### src/rtl/prod_modred_pkg.sv
// Shared types and sizing for the prod_modred modular-reduction stage.
package prod_modred_pkg;

  localparam int unsigned DEF_W = 20;

  typedef enum logic [1:0] {
    IDLE = 2'd0,
    RUN  = 2'd1,
    DONE = 2'd2
  } state_e;

  // Bit-counter width: enough to count 2W product bits.
  function automatic int unsigned cnt_width(input int unsigned w);
    return (2 * w <= 2) ? 1 : $clog2(2 * w);
  endfunction

endpackage

### src/rtl/prod_modred_step.sv
// One restoring shift-subtract step: next R = ({R, bit}) mod M, given R < M.
module prod_modred_step
  import prod_modred_pkg::*;
#(
  parameter int unsigned W = DEF_W
) (
  input  logic [W-1:0] r_i,
  input  logic         bit_i,
  input  logic [W-1:0] m_i,
  output logic [W-1:0] r_o
);

  logic [W:0] shifted;
  logic [W:0] diff;

  // shifted[W] is the transient compare bit; the result always fits in W bits.
  always_comb begin
    shifted = {r_i, bit_i};
    diff    = shifted - {1'b0, m_i};
    r_o     = (shifted >= {1'b0, m_i}) ? diff[W-1:0] : shifted[W-1:0];
  end

endmodule

### src/rtl/prod_modred.sv
// Bit-serial P mod M reducer behind the Booth multiplier.
// PROD_MODRED_FASTPATH_EN: bypass the shift loop when P < M.
module prod_modred
  import prod_modred_pkg::*;
#(
  parameter int unsigned W = DEF_W
) (
  input  logic           clk,
  input  logic           rst_n,
  input  logic           in_valid,
  output logic           in_ready,
  input  logic [2*W-1:0] in_p,
  input  logic [W-1:0]   in_m,
  output logic           out_valid,
  input  logic           out_ready,
  output logic [W-1:0]   out_r,
  output logic           out_err
);

  localparam int unsigned PW = 2 * W;
  localparam int unsigned CW = cnt_width(W);
  localparam logic [CW-1:0] LAST_CNT = CW'(PW - 1);

  state_e          state_q, state_d;
  logic [PW-1:0]   p_q, p_d;
  logic [W-1:0]    m_q, m_d;
  logic [W-1:0]    r_q, r_d;
  logic [CW-1:0]   cnt_q, cnt_d;
  logic            err_q, err_d;
  logic            out_valid_q, out_valid_d;
  logic [W-1:0]    out_r_q, out_r_d;
  logic            out_err_q, out_err_d;
  logic [W-1:0]    r_step;

  prod_modred_step #(.W(W)) u_step (
    .r_i   (r_q),
    .bit_i (p_q[PW-1]),
    .m_i   (m_q),
    .r_o   (r_step)
  );

  always_comb begin
    state_d     = state_q;
    p_d         = p_q;
    m_d         = m_q;
    r_d         = r_q;
    cnt_d       = cnt_q;
    err_d       = err_q;
    out_valid_d = out_valid_q;
    out_r_d     = out_r_q;
    out_err_d   = out_err_q;

    unique case (state_q)
      IDLE: begin
        if (in_valid) begin
          p_d   = in_p;
          m_d   = in_m;
          r_d   = '0;
          cnt_d = '0;
          err_d = 1'b0;
          if (in_m == '0) begin
            err_d   = 1'b1;
            state_d = DONE;
`ifdef PROD_MODRED_FASTPATH_EN
          end else if (in_p < {{W{1'b0}}, in_m}) begin
            r_d     = in_p[W-1:0];
            state_d = DONE;
`endif
          end else begin
            state_d = RUN;
          end
        end
      end
      RUN: begin
        r_d   = r_step;
        p_d   = {p_q[PW-2:0], 1'b0};
        cnt_d = cnt_q + CW'(1);
        if (cnt_q == LAST_CNT) begin
          state_d     = DONE;
          out_valid_d = 1'b1;
          out_r_d     = r_step;
          out_err_d   = err_q;
        end
      end
      DONE: begin
        // Direct entries (error / bypass) publish one edge after accept.
        if (!out_valid_q) begin
          out_valid_d = 1'b1;
          out_r_d     = r_q;
          out_err_d   = err_q;
        end else if (out_ready) begin
          out_valid_d = 1'b0;
          state_d     = IDLE;
        end
      end
      default: begin
        state_d     = IDLE;
        out_valid_d = 1'b0;
      end
    endcase
  end

  always_ff @(posedge clk or negedge rst_n) begin
    if (!rst_n) begin
      state_q     <= IDLE;
      p_q         <= '0;
      m_q         <= '0;
      r_q         <= '0;
      cnt_q       <= '0;
      err_q       <= 1'b0;
      out_valid_q <= 1'b0;
      out_r_q     <= '0;
      out_err_q   <= 1'b0;
    end else begin
      state_q     <= state_d;
      p_q         <= p_d;
      m_q         <= m_d;
      r_q         <= r_d;
      cnt_q       <= cnt_d;
      err_q       <= err_d;
      out_valid_q <= out_valid_d;
      out_r_q     <= out_r_d;
      out_err_q   <= out_err_d;
    end
  end

  assign in_ready  = (state_q == IDLE);
  assign out_valid = out_valid_q;
  assign out_r     = out_r_q;
  assign out_err   = out_err_q;

endmodule

### config.mk
export PLATFORM = sky130hd
export DESIGN_NAME = prod_modred
export DESIGN_NICKNAME = d
export VERILOG_FILES = /design/src/rtl/prod_modred_pkg.sv /design/src/rtl/prod_modred_step.sv /design/src/rtl/prod_modred.sv
export SDC_FILE = /design/constraint.sdc
export NUM_CORES = 1
export LEC_CHECK = 0
export ABC_AREA = 1
export CAP_MARGIN = 15
export CORE_MARGIN = 10
export CORE_UTILIZATION = 55
export CTS_CLUSTER_SIZE = 8
export DETAILED_ROUTE_END_ITERATION = 8
export GPL_TIMING_DRIVEN = 0
export PLACE_DENSITY = 0.84
export SETUP_SLACK_MARGIN = 0.2
export SLEW_MARGIN = 25
export SYNTH_ARGS = -nofsm -noshare
export SYNTH_HDL_FRONTEND = slang
export SYNTH_HIERARCHICAL = 1
export SYNTH_SLANG_ARGS = --single-unit
### constraint.sdc
create_clock -name clk -period 2.5 [get_ports clk]
set_input_delay 0.5 -clock clk [delete_from_list [all_inputs] [get_ports clk]]
set_output_delay 0.5 -clock clk [all_outputs]
set_load 0.05 [all_outputs]
Word-level counts from Yosys, hierarchy flattened
Index checks and enable logic that the tools add are counted.
W data, S select, Z words.

storage, ports and cells
  output and inout port bits = 23
  register bits = 111

operators by class
  bitwise gates (word level) = 1
  magnitude comparators = 1
  add/sub/neg operators = 2
  reduce and logical (&&, ||, !) cells = 9
  equal/unequal tests = 8
  multiplexer cells = 24

operators by type and width
  operator               number
  $mux W20               4
  $pmux W20 S2           2
  $pmux W40 S2           1
  $mux W40               1
  $ge A21 B20 Y1         1
  $logic_not A20 Y1      1
  $sub A20 B20 Y20       1
  $pmux W6 S2            1
  $mux W2                5
  $ne A2 B2 Y1 const B   5
  $add A6 B1 Y6 const B  1
  $eq A6 B6 Y1 const B   1
  $mux W1                6
  $mux W6                1
  $pmux W2 S3            1
  $reduce_and A2 Y1      3
  $reduce_and A4 Y1      1
  $reduce_bool A2 Y1     2
  $pmux W1 S3            1
  $reduce_and A3 Y1      1
  $eq A2 B1 Y1 const B   1
  $eq A2 B2 Y1 const B   1
  $logic_not A2 Y1       1
  $pmux W1 S2            1
  $not A1 Y1             1

Logic depth before layout (Yosys ltp)
  depth in word-level cells = 4
  mapped depth = 16
  mapped depth without buffers = 15

By module
The synthesis kept the hierarchy.

modules (own cells, without submodules)
  module            area an instance (um^2)  cells an instance  times used
  prod_modred       5003.5                   539                1
  prod_modred_step  1662.8                   326                1

Worst setup path before layout
No wires, ideal clock.

  path kind = register to register
  start point = register r_q[2]
  end point = register out_r_q[1] (netlist: out_r[1])
  library setup time = 0.122 ns
  buffers on the path = 1
  stages on the path, launching flop included = 16
  period minus slack after synthesis = 2.007 ns
  slack = 0.493 ns
  required time = 2.378 ns
  data arrival time = 1.885 ns
  cell sequence = dfrtp_1 -> ha_1 -> nand2_2 -> nor2_2 -> nand2_1 -> nand3_2 -> nand2_2 -> nand2_2 -> nand2_2 -> nand2_4 -> inv_6 -> buf_12 -> nand2_2 -> nand2_1 -> mux2i_1 -> o21ai_2

on the way
  word-level cells in the longest chain between the ends = 4

ends and longest elaborated chain
  element                 RTL line                text
  from (decl)             prod_modred.sv:27       logic [W-1:0] r_q, r_d;
  from (signal assigned)  prod_modred.sv:118      r_q <= r_d;
  $ge A21 B20 Y1          prod_modred_step.sv:20  r_o = (shifted >= {1'b0, m_i}) ? diff[W-1:0] : shifted[W-1:0];
  $mux W20                prod_modred_step.sv:20
  net r_step[1]           prod_modred.sv:33       logic [W-1:0] r_step;
  $mux W20                prod_modred.sv:78       if (cnt_q == LAST_CNT) begin
  $pmux W20 S2            prod_modred.sv:53       unique case (state_q)
  to (signal assigned)    prod_modred.sv:122      out_r_q <= out_r_d;
  to (decl)               prod_modred.sv:31       logic [W-1:0] out_r_q, out_r_d;

The timed path passes the listed nets, and every way through them passes these cells. The select of a mux whose other input is x is not followed.
A chain may end at the register's enable or synchronous reset.

Worst setup path in the final report
  start point = register r_q[7]
  end point = register out_r_q[7] (netlist: out_r[7])

The elaborated chain is that of the path after synthesis.

==> impl_metrics.json <==
{
  "synth_xor_area_share_pct": 1.31,
  "min_path_type": "in -> async",
  "synth.most_common_cell": "nand2_1",
  "finalCritPeriodShare_pct": 89.1,
  "synth_edf_count": 0,
  "ir_drop_mv": 0.849,
  "port_buffers": 86,
  "fin_crit_ns": 2.23,
  "critical_path_required_ns": 2.74,
  "synth_ff_type": "dfrtp_1",
  "setup_slack_ns": 0.272,
  "ys_types": 38,
  "antennaDiodeCount": 0,
  "synth.area.top_cells": "dfrtp_1 42%, nand2_1 18%, ha_1 4.5%",
  "insertion_delay_ns": 0.36,
  "nets": 1076,
  "grt_start_max_net_pins": 77,
  "yosys.area.top_type_share_pct": 41.7,
  "ys_ff_latch": 111,
  "start_util_pct": 55.7,
  "crit_path_end_kind": "flip-flop",
  "syn-cell-area_sq_mm": 0.00667,
  "drtIter0Drc": 403,
  "max_clock_freq_mhz": 449,
  "root_buffer": "clkbuf_16",
  "post-route-drc-count": 0,
  "synthSimpleGateAreaFrac_pct": 28.5,
  "synth_top_family_by_area": "simple AND/OR/NAND/NOR gates",
  "synth_compound_area_share_pct": 11.8,
  "first_pass_iters": 5,
  "die_w_um": 130,
  "critPathMaxFanout": 6,
  "synthTopCellsByCount": "313 x nand2_1, 111 x dfrtp_1, 77 x nor2_1",
  "drt-vias-per-instance": 5.36,
  "synth_largest_area_cell": "dfrtp_1",
  "yosysWarningCount": 6,
  "syn_inst": 865,
  "cts.sinks": 111,
  "wl_per_cell_um": 15.4,
  "synth_nets": 954,
  "dpl.hpwl_um": 12400,
  "cts.path.max_buffers": 2,
  "grt_pass1_vias": 5780,
  "fin_util_pct": 72.0,
  "io_pins": 87,
  "gp_congestion": 0.967,
  "async_reset_ff_share_pct": 100,
  "worst-setup-path-type": "reg -> reg",
  "synthAdderAreaFrac_pct": 4.80,
  "cts_buffers": 9,
  "die_h_um": 130,
  "final_max_slew_viol_count": 0,
  "area_growth_pct": 29.1,
  "finalHoldViolations": 0,
  "dieArea_sq_mm": 0.0169,
  "finalSetupViolCount": 0,
  "fin_hold_ws_ns": 0.0241,
  "grt_pass1_wl_um": 27000,
  "rsz0062_at_grt": "yes",
  "power_density_mw_per_mm2": 1620,
  "slew_headroom_pct": 65.1,
  "grt_use_total_pct": 19.7,
  "cts_htree_levels": 3,
  "maxCapViolations": 0,
  "ant_nets": 0,
  "cts_tree": "built",
  "status": "finished, final reports clean",
  "avgSynthCellArea_sq_um": 7.71,
  "core-area_sq_mm": 0.0120,
  "fin_skew_ns": 0.0123,
  "worstMarginPinSlew_ns": 0.522,
  "clk_pin_slew_ns": 0.07,
  "leakage_uw": 0.00415,
  "startpoint_type": "flip-flop",
  "synthMuxAreaShare_pct": 3.00,
  "crit_arrival_ns": 2.47,
  "synth_seq_area_share_pct": 41.7,
  "num_rows": 40,
  "place_ws_ns": 0.154,
  "antenna_found_initial": 0,
  "overflow": 0,
  "vias": 6104,
  "wirelength_um": 17500,
  "drive_gt1_share_pct": 21.5
}
-- cell families after synthesis --
family | count (synthesis)
AOI/OAI and AO/OA | 115
xor gates and xnor gates | 10
buffers and inverters | 121
muxes | 20
and+or+nand+nor | 463
adders and majority gates | 25
DFF | 111
-- flip-flops by register name, summed over array words and instances (netlist names) --
name,count
out_valid,1
out_r,20
out_err,1
p_q,40
state_q,2
cnt_q,6
m_q,20
err_q,1
r_q,20
-- timing repair --
action	in CTS	in global routing
setup endpoints to repair	6	40
gates cloned	0	2
hold buffers	0	0
setup buffers	0	22
pin swaps	0	18
gates resized for setup	9	77
-- path summary, 6_finish.rpt --
kind / start / end / slack, ns / depth (start not counted)
worst max-delay path: r_q[7]$_DFFE_PN0P_ / out_r[7]$_DFFE_PN0P_ / 0.27 / 15
worst min-delay path: rst_n / out_r[9]$_DFFE_PN0P_ / 0.02 / 1
worst max register to register: r_q[7]$_DFFE_PN0P_ / out_r[7]$_DFFE_PN0P_ / 0.27 / 15
worst min register to register: out_r[10]$_DFFE_PN0P_ / out_r[10]$_DFFE_PN0P_ / 0.48 / 2
max in group asynchronous: rst_n / p_q[10]$_DFFE_PN0P_ / 1.80 / 2
min in group clk: out_r[10]$_DFFE_PN0P_ / out_r[10]$_DFFE_PN0P_ / 0.48 / 2
-- power by group --
group          switching [uW]  internal [uW]  leakage [uW]  total [uW]
clock                     680            784      0.000140        1460
combinational            5540           3750       0.00267        9290
sequential                597           2610       0.00135        3200
total                    6810           7140       0.00415       14000
-- cells in the final DEF (no fill, tap or decap), types with 15 or more instances in the layout --
cell type / n
a21oi_1: 16
nand2_2: 29
dfrtp_2: 15
a22o_2: 19
inv_2: 18
nor2_1: 72
nand2_1: 300
buf_2: 18
ha_4: 17
clkdlybuf4s50_1: 84
a31oi_1: 39
nand3_1: 32
buf_4: 24
inv_1: 65
mux2i_1: 16
dfrtp_1: 96
-- critical path, cell delays in order (launching register included) --
cell and delay [ns]:
dfrtp_2 0.45, ha_4 0.31, nand2_1 0.09, inv_2 0.09, nand2_2 0.08, nor2_4 0.10, nand2_2 0.06, nor2_2 0.11
nor2_2 0.05, nand2_4 0.12, clkinv_8 0.10, clkbuf_16 0.17, nand2_2 0.06, nand2_1 0.07, mux2i_1 0.16, o21ai_1 0.09
-- per-layer routing --
metal,vias up,track usage (%),wire length [um]
met5,-,0,0
met2,174,32.9,8680
li1,3018,-,-
met1,2877,24.4,7470
met4,0,6.22,371
met3,35,5.27,988
-- cell type report --
cell class | count | area (sq um)
Buffer | 36 | 269
Clock buffer | 10 | 229
Inverter | 85 | 332
Tap cell | 147 | 184
Clock inverter | 5 | 63.8
Sequential cell | 111 | 2800
Timing Repair inverter | 1 | 8.76
Fill cell | 901 | 3350
Timing Repair Buffer | 110 | 1080
Multi-Input combinational cell | 633 | 3650
-- per-stage QoR --
step	TNS, ns	total power (uW)	area (sq um)	instances
after floorplan	0	9080	6670	865
after global placement	-359.02	10700	7710	1098
after detailed placement	0	10900	7740	1099
after CTS	0	12600	8110	1114
after global routing	0	15100	8610	1138
final	0	14000	8610	1138
(Power assumes the default switching activity.)
==> RTL edit, RTL diff (same settings) <==
The option `PROD_MODRED_FASTPATH_EN` is turned on by a define.
--- a/src/rtl/prod_modred.sv
+++ b/src/rtl/prod_modred.sv
@@ -1,4 +1,6 @@
 // Bit-serial P mod M reducer behind the Booth multiplier.
 // PROD_MODRED_FASTPATH_EN: bypass the shift loop when P < M.
+`define PROD_MODRED_FASTPATH_EN
+
 module prod_modred
   import prod_modred_pkg::*;
Function: changed (a bounded check fails within 4 cycles, from zero or initial values and one cycle with rst_n low).
==> RTL edit against the original RTL <==
  * Hold slack worse by 0.0049 ns
  * Worst setup slack worse by 0.10 ns
  * Combinational power is 15% higher
  * Area after synthesis is 12% higher
  * Final cell count is 21% higher
  * Count of clock-buffer cells in the layout is 2 higher
  * Clock power decreased by 3%
  * Global-route usage is 3.6 points higher
  * Sequential cell count unchanged
  * Critical endpoint is now r_q[3]
  * Cell area rose by 8.7%
  * Power up 11%
  * First-iteration DRC count rose by 69%
  * Wire length up 28%
==> RTL edit: results (changes against the original RTL) <==
outcome=finished clean; Seq/Total Area, Yosys=37.4% (-4.3 points); crit-path max FO=10 (+4); vias=7647 (+25%); number of global-route vias before repair=7240 (+25%); Slew headroom=52.3% (-13 points); post-synth cell types=39 (+2.6%); Final nets=1303 (+21%); largest net degree at the start of global routing=78 (+1.3%); Layout non-clock buf frac=14.2% (-1.4 points); Post-DP HPWL=16500 µm (+33%); Worst VDD drop=0.668 mV (-21%); synth top area cells=dfrtp_1, nand2_1, ha_1, inv_1, nor2_1; Place WS=-0.0494 ns (-0.203 ns); synth cell count leaders=nand2_1, inv_1, nor2_1; Placement Cell Area=8540 µm² (+10%); Worst EP arrival=2.58 ns (+0.11 ns); multi-input gates=791 (+25%); Multi-input gate area=4260 µm² (+17%); Avg Cell Area, Syn=6.93 µm² (-10%); Synth Net Count=1181 (+24%); Placer Congestion=0.964 (-0.36%); Synth Instances=1073 (+24%); Seq/total area=29.9% (-2.6 points); initial drt markers=680 (+69%); layout cell share with drive strength beyond 1=15.0% (-6.5 points); clk cell area share=3.05% (-0.35 points); Layout Skew=0.00742 ns (-0.00492 ns); WL per Instance=16.3 µm (+5.7%); first drt pass iteration count=5 (unchanged); vias per std cell=5.56 (+3.6%); fill count=1086 (+21%); static leakage=4.46 nW (+7.5%)
## RTL edit: changes by cell type after synthesis, moves of 18 or more
cell	before	now
a21oi_1	17	84
nand3_1	35	53
inv_1	76	116
o21ai_0	14	53
a22o_2	19	0
mux2i_1	20	0
ha_1	24	43
nor2_1	77	116
## RTL edit: report_power, final
| part | internal (mW) | switching (mW) | total, mW |
|---|---|---|---|
| clock network | 0.733 | 0.681 | 1.41 |
| logic | 4.00 | 6.67 | 10.7 |
| registers | 2.71 | 0.654 | 3.36 |
## RTL edit: timing repair
item	in CTS	in global routing
endpoints found under the setup margin	27	40
resized for setup	26	77
pin swaps	2	36
hold endpoints to repair	0	0
setup buffers	2	22
## RTL edit: logic make-up after synthesis
| kind of cell | after synthesis | share of synthesized area, % |
|---|---|---|
| and+or+nand+nor | 535 | 29.6 |
| xor gates and xnor gates | 10 | 1.18 |
| adders and majority gates | 44 | 7.51 |
| buffers and inverters | 171 | 9.78 |
| AOI/OAI and AO/OA | 201 | 14.5 |
| muxes | 1 | 0.151 |
| DFF | 111 | 37.4 |
## RTL edit: path summary, 6_finish.rpt
path / from / endpoint / slack, ns / depth (start not counted)
max in group asynchronous: rst_n / r_q[11] / 1.77 / 2
worst max register to register: r_q[3] / r_q[3] / 0.17 / 13
min in group clk: cnt_q[4] / cnt_q[4] / 0.46 / 1
worst min-delay path: rst_n / out_r[5] / 0.02 / 1
worst max-delay path: r_q[3] / r_q[3] / 0.17 / 13
worst min register to register: cnt_q[4] / cnt_q[4] / 0.46 / 1
## RTL edit: routing by layer
metal	routed length [µm]	global-route usage, %	vias up
li1	-	-	3703
met1	9220	27.9	3615
met2	11000	40.1	272
met3	1470	5.17	57
met4	716	9.05	0
met5	0	0	-
